**config.mk**
```make
export PLATFORM = sky130hd
export DESIGN_NAME = instr_decode_stage_flat
export DESIGN_NICKNAME = d
export VERILOG_FILES = /design/src/rtl/instr_pkg.sv /design/src/rtl/instr_decode_if.sv /design/src/rtl/instr_field_split.sv /design/src/rtl/instr_decode_stage.sv /design/src/flat_wrapper.sv
export SDC_FILE = /design/constraint.sdc
export NUM_CORES = 1
export LEC_CHECK = 0
export CAP_MARGIN = 40
export CORE_MARGIN = 5
export CORE_UTILIZATION = 41
export DETAILED_ROUTE_END_ITERATION = 16
export GPL_ROUTABILITY_DRIVEN = 0
export PLACE_DENSITY = 0.83
export SLEW_MARGIN = 20
export SYNTH_ARGS = -nofsm -noshare
export SYNTH_HDL_FRONTEND = slang
export SYNTH_SLANG_ARGS = --single-unit
export TNS_END_PERCENT = 100
```
**constraint.sdc**
```tcl
create_clock -name clk -period 1.7 [get_ports clk]
set_clock_uncertainty 0.2 [all_clocks]
set_input_delay 0.425 -clock clk [delete_from_list [all_inputs] [get_ports clk]]
set_output_delay 0.425 -clock clk [all_outputs]
set_load 0.005 [all_outputs]
```
**src/rtl/instr_pkg.sv**
```systemverilog
// Shared widths, buffer state encoding and counter width for the instruction decode stage.
package instr_pkg;

    localparam int INSTR_W_DEF = 14;
    localparam int FLAG_W_DEF  = 3;
    localparam int D_W_DEF     = INSTR_W_DEF - FLAG_W_DEF;
    localparam int CNT_W       = 16;

    typedef enum logic [1:0] {
        ST_EMPTY = 2'd0,
        ST_ONE   = 2'd1,
        ST_TWO   = 2'd2
    } state_e;

endpackage

```
**src/rtl/instr_decode_if.sv**
```systemverilog
// Upstream handshake, flush and decoded output bundle of the instruction decode stage.
interface instr_decode_if
    import instr_pkg::*;
#(
    parameter int INSTR_W = INSTR_W_DEF,
    parameter int FLAG_W  = FLAG_W_DEF
);
    localparam int D_W = INSTR_W - FLAG_W;

    logic               flush;
    logic               in_valid;
    logic               in_ready;
    logic [INSTR_W-1:0] in_instr;
    logic               out_valid;
    logic               out_ready;
    logic [INSTR_W-1:0] out_instr;
    logic [D_W-1:0]     out_d;
    logic [FLAG_W-1:0]  out_flags;

    // master: program memory + control unit side; slave: the decode stage
    modport master (
        output flush, in_valid, in_instr, out_ready,
        input  in_ready, out_valid, out_instr, out_d, out_flags
    );

    modport slave (
        input  flush, in_valid, in_instr, out_ready,
        output in_ready, out_valid, out_instr, out_d, out_flags
    );

endinterface

```
**src/rtl/instr_field_split.sv**
```systemverilog
// Pure wiring split of an instruction word into operand field and per-bit flags.
module instr_field_split #(
    parameter int INSTR_W = 14,
    parameter int FLAG_W  = 3
) (
    input  logic [INSTR_W-1:0]        instr,
    output logic [INSTR_W-FLAG_W-1:0] d,
    output logic [FLAG_W-1:0]         flags
);
    localparam int D_W = INSTR_W - FLAG_W;

    assign d = instr[D_W-1:0];

    // flags[i] is instruction bit D_W+i
    for (genvar gi = 0; gi < FLAG_W; gi++) begin : g_flag
        assign flags[gi] = instr[D_W+gi];
    end

endmodule

```
**src/rtl/instr_decode_stage.sv**
```systemverilog
// Two-entry skid-buffered instruction register feeding the control unit.
// Optional output-beat counter port instr_count when INSTR_DECODE_COUNT_EN is defined.
module instr_decode_stage
    import instr_pkg::*;
#(
    parameter int INSTR_W = INSTR_W_DEF,
    parameter int FLAG_W  = FLAG_W_DEF
) (
    input  logic            clk,
    input  logic            rst,
    instr_decode_if.slave   bus
`ifdef INSTR_DECODE_COUNT_EN
    ,
    output logic [CNT_W-1:0] instr_count
`endif
);
    state_e             state_q, state_d;
    logic [INSTR_W-1:0] main_q, main_d;
    logic [INSTR_W-1:0] skid_q, skid_d;
    logic               out_valid_q, out_valid_d;
    logic               in_ready_q, in_ready_d;
    logic               in_beat;
    logic               out_beat;

    assign in_beat  = bus.in_valid & in_ready_q;
    assign out_beat = out_valid_q & bus.out_ready;

    always_comb begin
        state_d = state_q;
        main_d  = main_q;
        skid_d  = skid_q;
        case (state_q)
            ST_EMPTY: begin
                if (in_beat) begin
                    main_d  = bus.in_instr;
                    state_d = ST_ONE;
                end
            end
            ST_ONE: begin
                if (in_beat && out_beat) begin
                    main_d = bus.in_instr;
                end else if (in_beat) begin
                    skid_d  = bus.in_instr;
                    state_d = ST_TWO;
                end else if (out_beat) begin
                    state_d = ST_EMPTY;
                end
            end
            ST_TWO: begin
                if (out_beat) begin
                    main_d  = skid_q;
                    state_d = ST_ONE;
                end
            end
            default: state_d = ST_EMPTY;
        endcase
        // Flush wins: any word accepted this cycle is dropped, main keeps its
        // last contents so out_instr does not glitch while invalid.
        if (bus.flush) begin
            state_d = ST_EMPTY;
            main_d  = main_q;
            skid_d  = skid_q;
        end
        out_valid_d = (state_d != ST_EMPTY);
        in_ready_d  = (state_d != ST_TWO);
    end

    always_ff @(posedge clk or posedge rst) begin
        if (rst) begin
            state_q     <= ST_EMPTY;
            main_q      <= '0;
            skid_q      <= '0;
            out_valid_q <= 1'b0;
            in_ready_q  <= 1'b1;
        end else begin
            state_q     <= state_d;
            main_q      <= main_d;
            skid_q      <= skid_d;
            out_valid_q <= out_valid_d;
            in_ready_q  <= in_ready_d;
        end
    end

    assign bus.out_valid = out_valid_q;
    assign bus.in_ready  = in_ready_q;
    assign bus.out_instr = main_q;

    instr_field_split #(
        .INSTR_W (INSTR_W),
        .FLAG_W  (FLAG_W)
    ) u_split (
        .instr (main_q),
        .d     (bus.out_d),
        .flags (bus.out_flags)
    );

`ifdef INSTR_DECODE_COUNT_EN
    logic [CNT_W-1:0] count_q, count_d;

    // Counts consumed words, including one consumed in a flush cycle; wraps naturally.
    always_comb begin
        count_d = count_q + CNT_W'(out_beat);
    end

    always_ff @(posedge clk or posedge rst) begin
        if (rst) begin
            count_q <= '0;
        end else begin
            count_q <= count_d;
        end
    end

    assign instr_count = count_q;
`endif

endmodule
```
**src/flat_wrapper.sv**
```systemverilog
// flat-port wrapper written by rule: the top's interface ports become plain ports
module instr_decode_stage_flat import instr_pkg::*;
#(
    parameter int INSTR_W = INSTR_W_DEF,
    parameter int FLAG_W  = FLAG_W_DEF
)
  (clk, rst, bus_flush, bus_in_valid, bus_in_instr, bus_out_ready, bus_in_ready, bus_out_valid, bus_out_instr, bus_out_d, bus_out_flags);
  instr_decode_if #(.INSTR_W(INSTR_W), .FLAG_W(FLAG_W)) bus_i ();
  input  logic clk;
  input  logic rst;
  input wire logic [$bits(bus_i.flush)-1:0] bus_flush;
  input wire logic [$bits(bus_i.in_valid)-1:0] bus_in_valid;
  input wire logic [$bits(bus_i.in_instr)-1:0] bus_in_instr;
  input wire logic [$bits(bus_i.out_ready)-1:0] bus_out_ready;
  output wire logic [$bits(bus_i.in_ready)-1:0] bus_in_ready;
  output wire logic [$bits(bus_i.out_valid)-1:0] bus_out_valid;
  output wire logic [$bits(bus_i.out_instr)-1:0] bus_out_instr;
  output wire logic [$bits(bus_i.out_d)-1:0] bus_out_d;
  output wire logic [$bits(bus_i.out_flags)-1:0] bus_out_flags;
  assign bus_i.flush = bus_flush;
  assign bus_i.in_valid = bus_in_valid;
  assign bus_i.in_instr = bus_in_instr;
  assign bus_i.out_ready = bus_out_ready;
  assign bus_in_ready = bus_i.in_ready;
  assign bus_out_valid = bus_i.out_valid;
  assign bus_out_instr = bus_i.out_instr;
  assign bus_out_d = bus_i.out_d;
  assign bus_out_flags = bus_i.out_flags;
  instr_decode_stage #(.INSTR_W(INSTR_W), .FLAG_W(FLAG_W)) u_core (.clk(clk), .rst(rst), .bus(bus_i));
endmodule
```
==> impl_metrics.py, run 1 <==
metrics = {
    "outcome": {
        "status": "complete, but fails checks",
        "violations": "setup timing",
    },
    "grt": {
        "grt_max_degree": 14,
        "grtUsageTotal_pct": 15.9,
        "grt-ovfl-total": 0,
        "antenna_found_initial": 0,
        "grt_pass1_wl_um": 6270,
        "grt_pass1_vias": 1297,
    },
    "logic_synthesis": {
        "yosysWarnings": 0,
        "postSynthCellCount": 112,
        "synth_cell_type_count": 20,
        "syn_area_um2": 1570,
        "synth_fp_nets": 131,
        "ys_ff_latch": 32,
        "synth_area_per_cell_um2": 14.0,
        "synth_seq_area_share_pct": 51.2,
    },
    "clock_tree": {
        "clockBufferDepth": 2,
        "tritoncts": "done",
        "clock_latency_ps": 290,
        "cts-root-buf": "clkbuf_8",
        "h-tree-depth": 2,
        "cts_buffers": 5,
        "cts_hold_buf": 0,
        "path_clk_slew_ps": 60,
        "clock_sinks": 32,
    },
    "place": {
        "placed_area_um2": 2070,
        "place_inst": 204,
        "portBuffers": 48,
        "hpwlAfterDp_um": 2580,
        "dpl_worst_slack_ps": -554,
    },
    "final_layout": {
        "finish.utilization_pct": 63.4,
        "fin_area_um2": 2340,
        "fill_cells": 292,
        "n_antenna_cell": 0,
        "syn2layout_area_growth_pct": 49.4,
        "layout-drive-gt1-share_pct": 48.3,
        "fin_cells": 228,
        "fin_nets": 198,
    },
    "job": {
        "drv_cap": 0,
    },
    "critical_path": {
        "end_kind": "flip-flop",
        "crit_top_cell": "buf_6",
        "crit_path_max_incr_delay_ps": 540,
        "worstSetupPathType": "flip-flop to flip-flop",
        "crit_path_start_kind": "flip-flop",
        "critPathMaxFanout": 7,
        "required_ps": 1670,
        "crit_arrival_ps": 1850,
        "slowest_stage": "dfstp_2",
        "crit_path_cell_trace": "buf_6 > nand3b_1 > a221oi_4 > buf_6 > mux2_4",
    },
    "route": {
        "avgViaCountPerCell": 4.88,
        "ant_nets": 0,
        "vias": 1112,
        "drt_iter0_markers": 52,
        "drtPass1Iterations": 4,
        "routed_wl_um": 3760,
        "wire_per_inst_um": 16.5,
        "drc": 0,
    },
    "sta": {
        "fin_crit_sh_pct": 111,
        "clock.fmax_mhz": 532,
        "setup_viol": 28,
        "finalHoldViolCount": 0,
        "holdWs_ps": 165,
        "finalCriticalPeriod_ps": 1880,
        "worstMarginPinSlew_ps": 271,
        "setup_ws_ps": -180,
        "slew_viol_final": 0,
        "slew_headroom_pct": 81.9,
        "rsz0062_at_grt": "yes",
    },
    "floorplanning": {
        "die_area_um2": 5160,
        "core_area_um2": 3690,
        "pin_count": 49,
        "die_w_um": 71.8,
        "row_count": 22,
        "initial_utilization_pct": 42.5,
        "dieHeight_um": 71.8,
    },
    "power": {
        "irDropWorstVdd_mv": 0.830,
        "power_density_nw_per_um2": 1280,
        "power_leakage_nw": 1.12,
    },
    "worst_hold_path": {
        "min-delay-path-class": "primary input to asynchronous set/reset pin",
    },
}
-- stage by stage --
stage	power, mW	TNS (ps)
after CTS	2.97	-4220
after global routing	3.17	-4890
final	3.00	-3560
after global placement	2.25	-11870
after floorplan	1.78	-1470
after detailed placement	2.31	-13180
-- report_power, final --
group,switching (mW),leakage [nW],internal [mW]
Sequential,0.154,0.384,1.05
Clock,0.278,0.0455,0.330
Combinational,0.389,0.689,0.801
-- timing repair --
action | CTS | global route
gates resized for setup | 51 | 18
pin swaps | 2 | 2
endpoints found under the setup margin | 58 | 38
cloned | 1 | 0
setup buffers | 15 | 1
-- per-layer routing --
layer | vias to the layer above | share of wire [%] | GRT usage (%)
met3 | 8 | 5.5 | 5.89
met1 | 557 | 43 | 19.0
met5 | - | 0 | 0
met2 | 33 | 50 | 26.1
li1 | 514 | - | -
met4 | 0 | 2.0 | 5.64
-- kinds of logic after synthesis --
family          count (synthesis)  share of synthesized area (%)
flops                          32                           51.2
mux                            42                           30.2
compound gates                  8                           4.55
buf+inv                        20                           9.66
simple gates                   10                           4.39
-- final cells by class --
cell class	instances	area (um2)	share of cell area, %
well taps	48	60.1	2.57
repair buffers	78	701	29.9
multi-input cells	60	679	29.0
clock buffers	8	90.1	3.85
inverters	2	7.51	0.321
flip-flops and latches	32	802	34.3
-- cells in the mapped netlist (all sizes together) --
master  number  area, um2
o21a         1       7.51
nand2b       1       6.26
nand3b       2       15.0
nand4        1       6.26
a221oi       1       26.3
nand2        3       11.3
and4b        2       21.3
buf         18        144
dfstp        1       26.3
dfrtp       31        776
a21o         1       7.51
mux2        42        473
inv          2       7.51
a21bo        1       10.0
or2          1       8.76
a21oi        2       10.0
o21ai        2       10.0
-- worst max-delay path: cells and delay by family (launching register included) --
kind | cells | cell delay (ps)
flops | 1 | 540
compound gates | 1 | 310
mux | 1 | 310
buf+inv | 2 | 300
simple gates | 1 | 110
-- path summary, 6_finish.rpt --
| kind | from | to | slack (ps) | depth (start not counted) |
|---|---|---|---|---|
| setup / recovery | u_core.bus.in_ready | u_core.bus.out_instr[11] | -180 | 5 |
| hold / removal | rst | u_core.state_q[0] | 170 | 2 |
| setup reg to reg | u_core.bus.in_ready | u_core.bus.out_instr[11] | -180 | 5 |
| hold reg to reg | u_core.skid_q[2] | u_core.skid_q[2] | 300 | 1 |
| max in group asynchronous | rst | u_core.bus.out_instr[11] | 670 | 3 |
| min in group clk | u_core.skid_q[2] | u_core.skid_q[2] | 300 | 1 |
-- flip-flops by register name, indices dropped and copies added, names as in the netlist --
name	flops
u_core.bus.out_instr	14
u_core.skid_q	14
u_core.state_q	2
u_core.bus.in_ready	1
u_core.bus.out_valid	1
-- cell usage in the layout, fill, tap and decap left out --
cell type        synthesis  routed
a21bo_2                  1       1
a21o_1                   1       1
a21oi_1                  2       1
a21oi_2                  0       1
a221oi_4                 1       1
and4b_1                  1       1
and4b_2                  1       1
buf_4                   14      24
buf_6                    3       6
clkbuf_1                 0       2
clkbuf_2                 0       1
clkbuf_8                 0       6
clkdlybuf4s15_1          0      10
clkdlybuf4s50_1          0      16
dfrtp_1                 31      31
dfstp_2                  1       1
dlygate4sd2_1            0      20
dlymetal6s2s_1           0       1
inv_1                    2       2
mux2_2                  42      28
mux2_4                   0      14
nand2_1                  3       1
nand2_2                  0       1
nand2_4                  0       1
nand2b_1                 1       1
nand3b_1                 2       2
nand4_1                  1       1
o21a_1                   1       1
o21ai_0                  2       2
or2_4                    1       1
Note: power is estimated with default switching activity, not from simulation.
==> run 2: changes to the inputs <==
- CAP_MARGIN: 40 -> unset
- CTS_CLUSTER_SIZE: unset -> 28
==> results of run 2 <==
The final DEF is identical to that of run 1; final timing and power are the same.
